## src/rtl/instruction_fetch.sv

```systemverilog
// -----------------------------------------------------------------------------
// instruction_fetch
// Fetch stage of the single-issue RISC-V core. Owns the program counter and
// drives the combinational program memory address. Captures the returned word
// into the IF/ID register, using a valid/ready handshake toward decode.
// Handles execute-stage redirects and stops fetching after an EBREAK.
//
// Ports
//   clk               in   1   rising-edge clock
//   reset             in   1   synchronous, active-high reset
//   imem_address      out  32  byte address to program memory (= pc)
//   imem_instruction  in  32  instruction word for imem_address, same cycle
//   redirect_valid    in   1  control-flow change from execute
//   redirect_target   in  32  new pc, bits [1:0] forced to 0
//   if_valid          out  1  IF/ID holds a real instruction
//   if_ready          in   1  decode accepts IF/ID this cycle
//   if_pc             out 32  address of the instruction in IF/ID
//   if_instruction    out 32  instruction in IF/ID (NOP_INSTR when not valid)
//   halted            out  1  fetch stopped after an EBREAK
// -----------------------------------------------------------------------------
module instruction_fetch #(
  parameter logic [31:0] RESET_VECTOR = 32'h0000_0000,
  parameter logic [31:0] NOP_INSTR    = 32'h0000_0013
) (
  input  logic        clk,
  input  logic        reset,
  output logic [31:0] imem_address,
  input  logic [31:0] imem_instruction,
  input  logic        redirect_valid,
  input  logic [31:0] redirect_target,
  output logic        if_valid,
  input  logic        if_ready,
  output logic [31:0] if_pc,
  output logic [31:0] if_instruction,
  output logic        halted
);

  localparam int unsigned XLEN = 32;
  localparam logic [XLEN-1:0] EBREAK_INSTR = 32'h0010_0073;
  localparam logic [XLEN-1:0] PC_STEP      = XLEN'(4);
  localparam logic [XLEN-1:0] ALIGN_MASK   = 32'hFFFF_FFFC;

  typedef enum logic [1:0] {
    ST_BOOT,
    ST_RUN,
    ST_HALTED
  } state_e;

  state_e            state_q, state_d;
  logic [XLEN-1:0]   pc_q, pc_d;
  logic              valid_q, valid_d;
  logic [XLEN-1:0]   if_pc_q, if_pc_d;
  logic [XLEN-1:0]   instr_q, instr_d;
  logic              halted_q, halted_d;
  logic              adv_c;

  // State register: pc, IF/ID register, FSM state and halted flag.
  always_ff @(posedge clk) begin
    if (reset) begin
      state_q  <= ST_BOOT;
      pc_q     <= RESET_VECTOR;
      valid_q  <= 1'b0;
      if_pc_q  <= '0;
      instr_q  <= NOP_INSTR;
      halted_q <= 1'b0;
    end else begin
      state_q  <= state_d;
      pc_q     <= pc_d;
      valid_q  <= valid_d;
      if_pc_q  <= if_pc_d;
      instr_q  <= instr_d;
      halted_q <= halted_d;
    end
  end

  // A new word may enter IF/ID only while running and IF/ID is free or draining.
  assign adv_c = (state_q == ST_RUN) && (!valid_q || if_ready);

  // Next-state logic; redirect outranks capture, capture outranks drain.
  always_comb begin
    state_d = state_q;
    pc_d    = pc_q;
    valid_d = valid_q;
    if_pc_d = if_pc_q;
    instr_d = instr_q;

    if (state_q == ST_BOOT) begin
      state_d = ST_RUN;
    end

    if (redirect_valid) begin
      // Flush IF/ID even if decode is consuming it this cycle.
      pc_d    = redirect_target & ALIGN_MASK;
      valid_d = 1'b0;
      instr_d = NOP_INSTR;
      state_d = ST_RUN;
    end else if (adv_c) begin
      valid_d = 1'b1;
      if_pc_d = pc_q;
      instr_d = imem_instruction;
      pc_d    = pc_q + PC_STEP;
      if (imem_instruction == EBREAK_INSTR) begin
        state_d = ST_HALTED;
      end
    end else if (valid_q && if_ready) begin
      // Decode drains IF/ID while fetch is not running (BOOT/HALTED).
      valid_d = 1'b0;
      instr_d = NOP_INSTR;
    end

    halted_d = (state_d == ST_HALTED);
  end

  assign imem_address   = pc_q;
  assign if_valid       = valid_q;
  assign if_pc          = if_pc_q;
  assign if_instruction = instr_q;
  assign halted         = halted_q;

endmodule

```

## config.mk

```make
export PLATFORM = sky130hd
export DESIGN_NAME = instruction_fetch
export DESIGN_NICKNAME = d
export VERILOG_FILES = /design/src/rtl/instruction_fetch.sv
export SDC_FILE = /design/constraint.sdc
export NUM_CORES = 1
export LEC_CHECK = 0
export CORE_MARGIN = 4
export CORE_UTILIZATION = 47
export DETAILED_ROUTE_END_ITERATION = 6
export PLACE_DENSITY = 0.86
export REMOVE_ABC_BUFFERS = 1
export SETUP_SLACK_MARGIN = 0.05
export SYNTH_ARGS = -nofsm -noshare
export SYNTH_HDL_FRONTEND = slang
export SYNTH_SLANG_ARGS = --single-unit
```

## constraint.sdc

```tcl
create_clock -name clk -period 6.61 [get_ports clk]
set_clock_uncertainty 0.15 [all_clocks]
set_input_delay 1.322 -clock clk [delete_from_list [all_inputs] [get_ports clk]]
set_output_delay 1.322 -clock clk [all_outputs]
set_load 0.02 [all_outputs]
```

==> results.json, run 1 <==
{
  "hold_violations": 0,
  "area_growth_pct": 43.1,
  "cts_root_buffer": "clkbuf_8",
  "die_area_sq_mm": 0.0103,
  "diodes": 0,
  "nFillCells": 641,
  "wl_mm": 11.9,
  "clkTransAtPathRegs_ns": 0.09,
  "route.vias.total": 4119,
  "syn-cell-area_sq_mm": 0.00411,
  "place_congestion": 0.837,
  "htree_levels": 3,
  "synth_area_leaders": "dfxtp_1 (47%), nand2_1 (8.4%), nor2_1 (5.7%)",
  "worstPathRequired_ns": 6.69,
  "io-pin-count": 166,
  "p_sw_mw": 0.342,
  "async_flop_share_pct": 0,
  "pwr_density_cell_mw_per_mm2": 212,
  "wire_per_inst_microns": 16.0,
  "cts_buffers": 9,
  "ys_seq_area_share_pct": 46.8,
  "grt_first_pass_wirelength_mm": 18.9,
  "drt_iter0_markers": 202,
  "tightestPinTransition_ns": 1.25,
  "pre_cts_ws_ns": 2.03,
  "clk_latency_ns": 0.36,
  "crit_fanout": 31,
  "drc": 0,
  "first_pass_iters": 5,
  "grt_max_degree": 48,
  "setup_viol": 0,
  "maxCapViolCount": 0,
  "ys_ff_latch": 96,
  "slew_headroom_pct": 16.5,
  "post-route-min-period_ns": 4.23,
  "hold_buffers": 0,
  "place_area_sq_mm": 0.00566,
  "ys_warn_count": 0,
  "grt_overflow": 0,
  "vias_per_cell": 5.53,
  "synth_edf_count": 0,
  "end_kind": "register",
  "cts_setup_buffers": 0,
  "rows": 33,
  "layout_common_cells": "clkdlybuf4s50_1 (158), dfxtp_1 (96), nand2_1 (92), nor2_1 (60), a21oi_1 (40)",
  "start_util_pct": 49.2,
  "antenna_found_initial": 0,
  "fin_ws_ns": 2.38,
  "min_period_over_period_pct": 63.9,
  "hold_ws_ns": 0.307,
  "peakVddDrop_uv": 119,
  "ctsResizeCount": 0,
  "p_int_mw": 0.906,
  "drive_gt1_share_pct": 5.00,
  "p_leak_nw": 2.00,
  "seq_area_sq_mm": 0.00192,
  "max_freq_ghz": 0.237,
  "rsz0062_at_grt": "false",
  "port_buffers": 159,
  "p_comb_share_pct": 16.7,
  "synthCells": 501,
  "grt_pass1_vias": 3996,
  "status": "completed",
  "multiInputGateArea_sq_mm": 0.00198,
  "hold_class": "register to register",
  "synth_top_area_share_pct": 46.8,
  "coreArea_sq_mm": 0.00834,
  "seqPwrFrac_pct": 50.6,
  "cp.arrival_ns": 4.31,
  "finalMaxSlewViolations": 0,
  "yosysUniqueCellTypes": 49,
  "die_w_microns": 101,
  "synth.avg_cell_area_sq_um": 8.20,
  "ys.flop_type": "dfxtp_1",
  "fin_area_sq_mm": 0.00588,
  "critPathKind": "primary input to register",
  "postRouteAntennaNets": 0,
  "pwr-share-clk_pct": 32.6,
  "track_usage_pct": 22.6,
  "cts_sinks": 96,
  "swShare_pct": 27.4,
  "synth_largest_area_cell": "dfxtp_1",
  "nets": 704,
  "fp.dieH_microns": 101,
  "final_common_cell": "clkdlybuf4s50_1",
  "cts_buffer_depth": 2,
  "cts_tree": "yes",
  "tns_ns": 0,
  "hpwl_mm": 8.45,
  "startpoint_type": "primary input"
}
## critical path: stages
cell	delay [ns]
clkdlybuf4s50_1	0.50
nor2b_1	0.12
nor2_2	0.97
nand2_1	0.99
nand2_1	0.30
a21oi_1	0.09
## final timing paths
| check | start | end | slack [ns] | cells after the start |
|---|---|---|---|---|
| hold reg to reg | if_pc[21] | if_pc[21] | 0.31 | 2 |
| setup / recovery | if_ready | if_pc[28] | 2.38 | 6 |
| setup reg to reg | if_valid | if_pc[28] | 3.41 | 5 |
| hold / removal | if_pc[21] | if_pc[21] | 0.31 | 2 |
## cell families after synthesis
group	count (synthesis)	synth area share (%)
mux	3	0.792
simple gates	232	26.7
xor+xnor	17	3.62
fa+ha+maj	1	0.305
compound gates	103	16.3
other cells	1	0.0913
buf+inv	48	5.42
flops	96	46.8
## power groups by stage
| stage | Clock [mW] | Combinational, mW | Sequential [mW] |
|---|---|---|---|
| 2_1_floorplan | 0 | 0.0634 | 0.668 |
| 3_3_place_gp | 0 | 0.205 | 0.643 |
| 3_5_place_dp | 0 | 0.209 | 0.644 |
| 4_1_cts | 0.412 | 0.210 | 0.631 |
| 5_1_grt | 0.435 | 0.224 | 0.636 |
| 6_report | 0.407 | 0.209 | 0.632 |
## registers in the layout, summed over array words and instances, names as in the netlist
signal and cells:
state_q 2, if_valid 1, imem_address 30, if_instruction 32
if_pc 30, halted 1
## stage by stage
stage          std cells  power [mW]  util, %
2_1_floorplan        462       0.732        -
3_3_place_gp         729       0.847     67.9
3_5_place_dp         729       0.853     67.9
4_1_cts              745        1.25     70.5
5_1_grt              745        1.30     70.5
6_report             745        1.25     70.5
## final cells by class
cell class                 count  share of cell area (%)
clock buffer                  11                    2.58
sequential                    96                    32.7
multi-input combinational    360                    33.7
timing repair buffer         162                    27.4
clock inverter                 5                    1.09
inverter                       6                   0.383
tap                          105                    2.23
## per-layer routing
metal | global-route usage [%] | up-vias | wire [microns]
li1 | - | 2007 | -
met1 | 27.3 | 1900 | 4750
met2 | 38.4 | 193 | 5590
met3 | 6.89 | 19 | 1360
met4 | 7.46 | 0 | 242
met5 | 0 | - | 0
## synth_stat cells (all sizes together), types with 6 or more instances
cell,count
a211oi,10
a21oi,40
nor2b,6
nor2,62
clkbuf,32
buf,10
a22oi,28
nand3,8
nor3,18
dfxtp,96
xnor2,14
nand4,10
nand2,92
nor4,16
(Power assumes the default switching activity.)
==> run 2, diff against run 1 <==
--- a/config.mk
+++ b/config.mk
@@ -6,9 +6,9 @@
 export NUM_CORES = 1
 export LEC_CHECK = 0
 export CORE_MARGIN = 4
-export CORE_UTILIZATION = 47
+export CORE_UTILIZATION = 43
 export DETAILED_ROUTE_END_ITERATION = 6
-export PLACE_DENSITY = 0.86
+export PLACE_DENSITY = 0.8
 export REMOVE_ABC_BUFFERS = 1
 export SETUP_SLACK_MARGIN = 0.05
 export SYNTH_ARGS = -nofsm -noshare
==> constraint.sdc (replaced) <==
create_clock -name clk -period 4.3 [get_ports clk]
set_clock_uncertainty 0.15 [all_clocks]
set_input_delay 0.86 -clock clk [delete_from_list [all_inputs] [get_ports clk]]
set_output_delay 0.86 -clock clk [all_outputs]
set_load 0.02 [all_outputs]
==> results.json, run 2 (synthesis results as in run 1) <==
{
  "layout_common_cells": "clkdlybuf4s50_1 (158), dfxtp_1 (96), nand2_1 (92), nor2_1 (60), a21oi_1 (40)",
  "coreArea_sq_mm": 0.00928,
  "worstPathRequired_ns": 4.42,
  "largest_reg_flops": 32,
  "rsz0062_at_grt": "false",
  "grt_overflow": 0,
  "hp-start": "if_pc[10]",
  "cts_buffers": 9,
  "fin_util_pct": 63.6,
  "total_power_mw": 1.84,
  "final_common_cell": "clkdlybuf4s50_1",
  "htree_levels": 3,
  "area_growth_pct": 43.7,
  "pwr_density_cell_mw_per_mm2": 312,
  "wire_per_inst_microns": 15.8,
  "place_congestion": 0.819,
  "slew_headroom_pct": 31.7,
  "r2r_slack_ns": 1.77,
  "cts_setup_buffers": 0,
  "peakVddDrop_uv": 168,
  "p_leak_nw": 2.00,
  "nets": 708,
  "rows": 35,
  "clkTransAtPathRegs_ns": 0.10,
  "wl_mm": 12.2,
  "route.vias.total": 4145,
  "port_buffers": 159,
  "antenna_found_initial": 0,
  "startpoint_type": "primary input",
  "place_area_sq_mm": 0.00572,
  "diodes": 0,
  "grt_max_degree": 59,
  "die_area_sq_mm": 0.0112,
  "post-route-min-period_ns": 2.82,
  "maxCapViolCount": 0,
  "hold_class": "register to register",
  "drive_gt1_share_pct": 5.43,
  "fp.dieH_microns": 106,
  "clk_latency_ns": 0.35,
  "tns_ns": 0,
  "hold_path_end": "if_pc[10]",
  "track_usage_pct": 21.6,
  "finalMaxSlewViolations": 0,
  "cts_tree": "yes",
  "drt_iter0_markers": 232,
  "hold_buffers": 0,
  "die_w_microns": 106,
  "setup_viol": 0,
  "grt_pass1_vias": 4084,
  "status": "completed",
  "min_period_over_period_pct": 65.5,
  "reg2reg_from": "imem_address[13]",
  "min_delay_path_depth": 2,
  "cts_buffer_depth": 2,
  "cp.arrival_ns": 2.94,
  "first_pass_iters": 5,
  "regToRegEndpoint": "imem_address[23]",
  "ctsResizeCount": 0,
  "hpwl_mm": 8.66,
  "cts_sinks": 96,
  "hold_violations": 0,
  "critPathKind": "primary input to register",
  "io-pin-count": 166,
  "fin_area_sq_mm": 0.00590,
  "postRouteAntennaNets": 0,
  "place_inst": 757,
  "max_freq_ghz": 0.355,
  "tightestPinTransition_ns": 1.02,
  "reg2reg_depth": 5,
  "end_kind": "register",
  "final_cells": 773,
  "drc": 0,
  "start_util_pct": 44.2,
  "crit_fanout": 17,
  "vias_per_cell": 5.36,
  "nFillCells": 802,
  "cts_root_buffer": "clkbuf_8",
  "grt_first_pass_wirelength_mm": 20.0
}
==> run 2: report_power, final <==
part,internal (mW),switching (mW),leakage [nW],total (mW)
Sequential,0.927,0.0443,0.786,0.971
Combinational,0.163,0.163,1.13,0.325
Clock,0.219,0.328,0.0892,0.547
Total,1.31,0.534,2.00,1.84
==> run 2: layer usage <==
metal  routed length, microns  track usage (%)  up-vias
met5                        0                0        -
met4                       78             6.29        0
met3                     1150             6.25        7
met2                     5900             36.1      177
met1                     5120             27.0     1939
li1                         -                -     2022
==> run 2: how the worst max path moves through the flow <==
stage | startpoint | end | slack [ns] | cells after the start
4_1_cts | if_ready | imem_address[23] | 1.52 | 6
6_report | if_ready | imem_address[23] | 1.48 | 6
2_1_floorplan | if_ready | if_pc[10] | 1.05 | 5
5_1_grt | redirect_valid | if_pc[20] | 1.36 | 7
3_5_place_dp | if_ready | imem_address[23] | 1.14 | 6
3_3_place_gp | if_ready | imem_address[15] | 1.21 | 6
==> run 2: layout make-up <==
class	count	area [sq um]	area share, %
well taps	129	161	2.73
clock buffers	10	128	2.16
multi-input cells	360	1980	33.5
inverters	6	22.5	0.382
flip-flops and latches	96	1920	32.6
clock inverters	6	50.0	0.848
repair buffers	166	1640	27.8
==> run 2: critical path, stage by stage <==
cell	delay, ns
clkdlybuf4s50_1	0.50
nor2b_1	0.12
or4_4	0.70
nor3_1	0.21
mux2_2	0.36
nor3_1	0.18
==> run 2: stage by stage <==
step,setup WS [ns],hold WS [ns]
2_1_floorplan,1.05,0.337
3_3_place_gp,1.21,0.291
3_5_place_dp,1.14,0.297
4_1_cts,1.52,0.311
5_1_grt,1.36,0.331
6_report,1.48,0.308
==> run 3, diff against run 2 <==
==> constraint.sdc (replaced) <==
create_clock -name clk -period 2.86 [get_ports clk]
set_clock_uncertainty 0.15 [all_clocks]
set_input_delay 0.572 -clock clk [delete_from_list [all_inputs] [get_ports clk]]
set_output_delay 0.572 -clock clk [all_outputs]
set_load 0.02 [all_outputs]
==> results.json, run 3 (synthesis results as in run 1) <==
{
  "peakVddDrop_uv": 278,
  "antenna_found_initial": 0,
  "hold_ws_ns": 0.308,
  "setup_viol": 0,
  "path_cells": "nand4_1 -> or4_1 -> nor4_2 -> nor3_1 -> a2111oi_1",
  "maxCapViolCount": 0,
  "max_stage_delay_ns": 0.67,
  "diodes": 0,
  "final_common_cell": "clkdlybuf4s50_1",
  "status": "completed",
  "finalMaxSlewViolations": 0,
  "place_inst": 763,
  "io-pin-count": 166,
  "startpoint_type": "register",
  "die_w_microns": 106,
  "cp.arrival_ns": 2.57,
  "fin_util_pct": 64.7,
  "fin_ws_ns": 0.368,
  "drc": 0,
  "area_growth_pct": 46.1,
  "grt_first_pass_wirelength_mm": 19.9,
  "layout_common_cells": "clkdlybuf4s50_1 (158), dfxtp_1 (96), nand2_1 (92), nor2_1 (60), a21oi_1 (40)",
  "hold_buffers": 0,
  "worstPathRequired_ns": 2.93,
  "htree_levels": 3,
  "crit_fanout": 7,
  "pwr_density_cell_mw_per_mm2": 486,
  "drt_iter0_markers": 195,
  "route.vias.total": 4207,
  "port_buffers": 159,
  "post-route-min-period_ns": 2.49,
  "die_area_sq_mm": 0.0112,
  "p_sw_mw": 0.782,
  "pwr-share-clk_pct": 32.9,
  "end_kind": "register",
  "tightestPinTransition_ns": 0.632,
  "slew_headroom_pct": 57.9,
  "cts_buffers": 9,
  "track_usage_pct": 21.5,
  "hold_violations": 0,
  "fp.dieH_microns": 106,
  "vias_per_cell": 5.41,
  "multiInputGateArea_sq_mm": 0.00198,
  "p_leak_nw": 2.05,
  "clkTransAtPathRegs_ns": 0.09,
  "final_cells": 778,
  "grt_max_degree": 60,
  "cts_buffer_depth": 2,
  "swShare_pct": 26.8,
  "nets": 714,
  "slowest_stage": "or4_1",
  "cts_sinks": 96,
  "hold_class": "register to register",
  "grt_overflow": 0,
  "largest_reg_flops": 32,
  "min_period_over_period_pct": 87.1,
  "tns_ns": 0,
  "start_util_pct": 44.2,
  "cts_setup_buffers": 0,
  "seqPwrFrac_pct": 49.8,
  "fin_area_sq_mm": 0.00600,
  "pre_cts_ws_ns": 0.0372,
  "drive_gt1_share_pct": 6.16,
  "total_power_mw": 2.92,
  "rows": 35,
  "min_delay_path_depth": 2,
  "nFillCells": 808,
  "coreArea_sq_mm": 0.00928,
  "critPathKind": "register to register",
  "max_freq_ghz": 0.401,
  "grt_pass1_vias": 4091,
  "cts_tree": "yes",
  "place_area_sq_mm": 0.00579,
  "postRouteAntennaNets": 0,
  "p_comb_share_pct": 17.4,
  "first_pass_iters": 5,
  "p_int_mw": 2.14,
  "cts_root_buffer": "clkbuf_8",
  "rsz0062_at_grt": "false",
  "wl_mm": 12.2,
  "seq_area_sq_mm": 0.00192,
  "place_congestion": 0.823,
  "r2r_slack_ns": 0.37,
  "ctsResizeCount": 0,
  "hpwl_mm": 8.83,
  "clk_latency_ns": 0.35,
  "wire_per_inst_microns": 15.7,
  "reg2reg_depth": 5
}
run 3: critical path, delay by kind of cell (launching register included):
family             cells  cell delay (ns)
DFF                    1             0.47
AOI/OAI and AO/OA      1             0.39
and+or+nand+nor        4             1.36
run 3: power by group through the flow:
| stage | Sequential (mW) | Clock, mW | Combinational, mW |
|---|---|---|---|
| 2_1_floorplan | 1.54 | 0 | 0.147 |
| 3_3_place_gp | 1.48 | 0 | 0.497 |
| 3_5_place_dp | 1.48 | 0 | 0.507 |
| 4_1_cts | 1.45 | 0.980 | 0.509 |
| 5_1_grt | 1.46 | 1.03 | 0.544 |
| 6_report | 1.45 | 0.960 | 0.507 |
run 3: path summary, 6_finish.rpt:
path,from,to
setup / recovery,imem_address[15],imem_address[29]
hold / removal,if_pc[11],if_pc[11]
setup reg to reg,imem_address[15],imem_address[29]
hold reg to reg,if_pc[11],if_pc[11]
run 3: cell type report:
cell class	count	area share (%)
multi-input combinational	360	33.0
sequential	96	32.0
timing repair buffer	172	28.5
tap	129	2.69
clock buffer	10	2.13
clock inverter	5	1.35
inverter	6	0.375
run 3: layer usage:
metal | global-route usage [%] | part of all wire, % | wire, microns | vias to the layer above
li1 | - | - | - | 2028
met1 | 27.0 | 43 | 5200 | 1971
met2 | 35.4 | 47 | 5690 | 195
met3 | 7.29 | 9.8 | 1200 | 13
met4 | 5.37 | 0.90 | 110 | 0
met5 | 0 | 0 | 0 | -
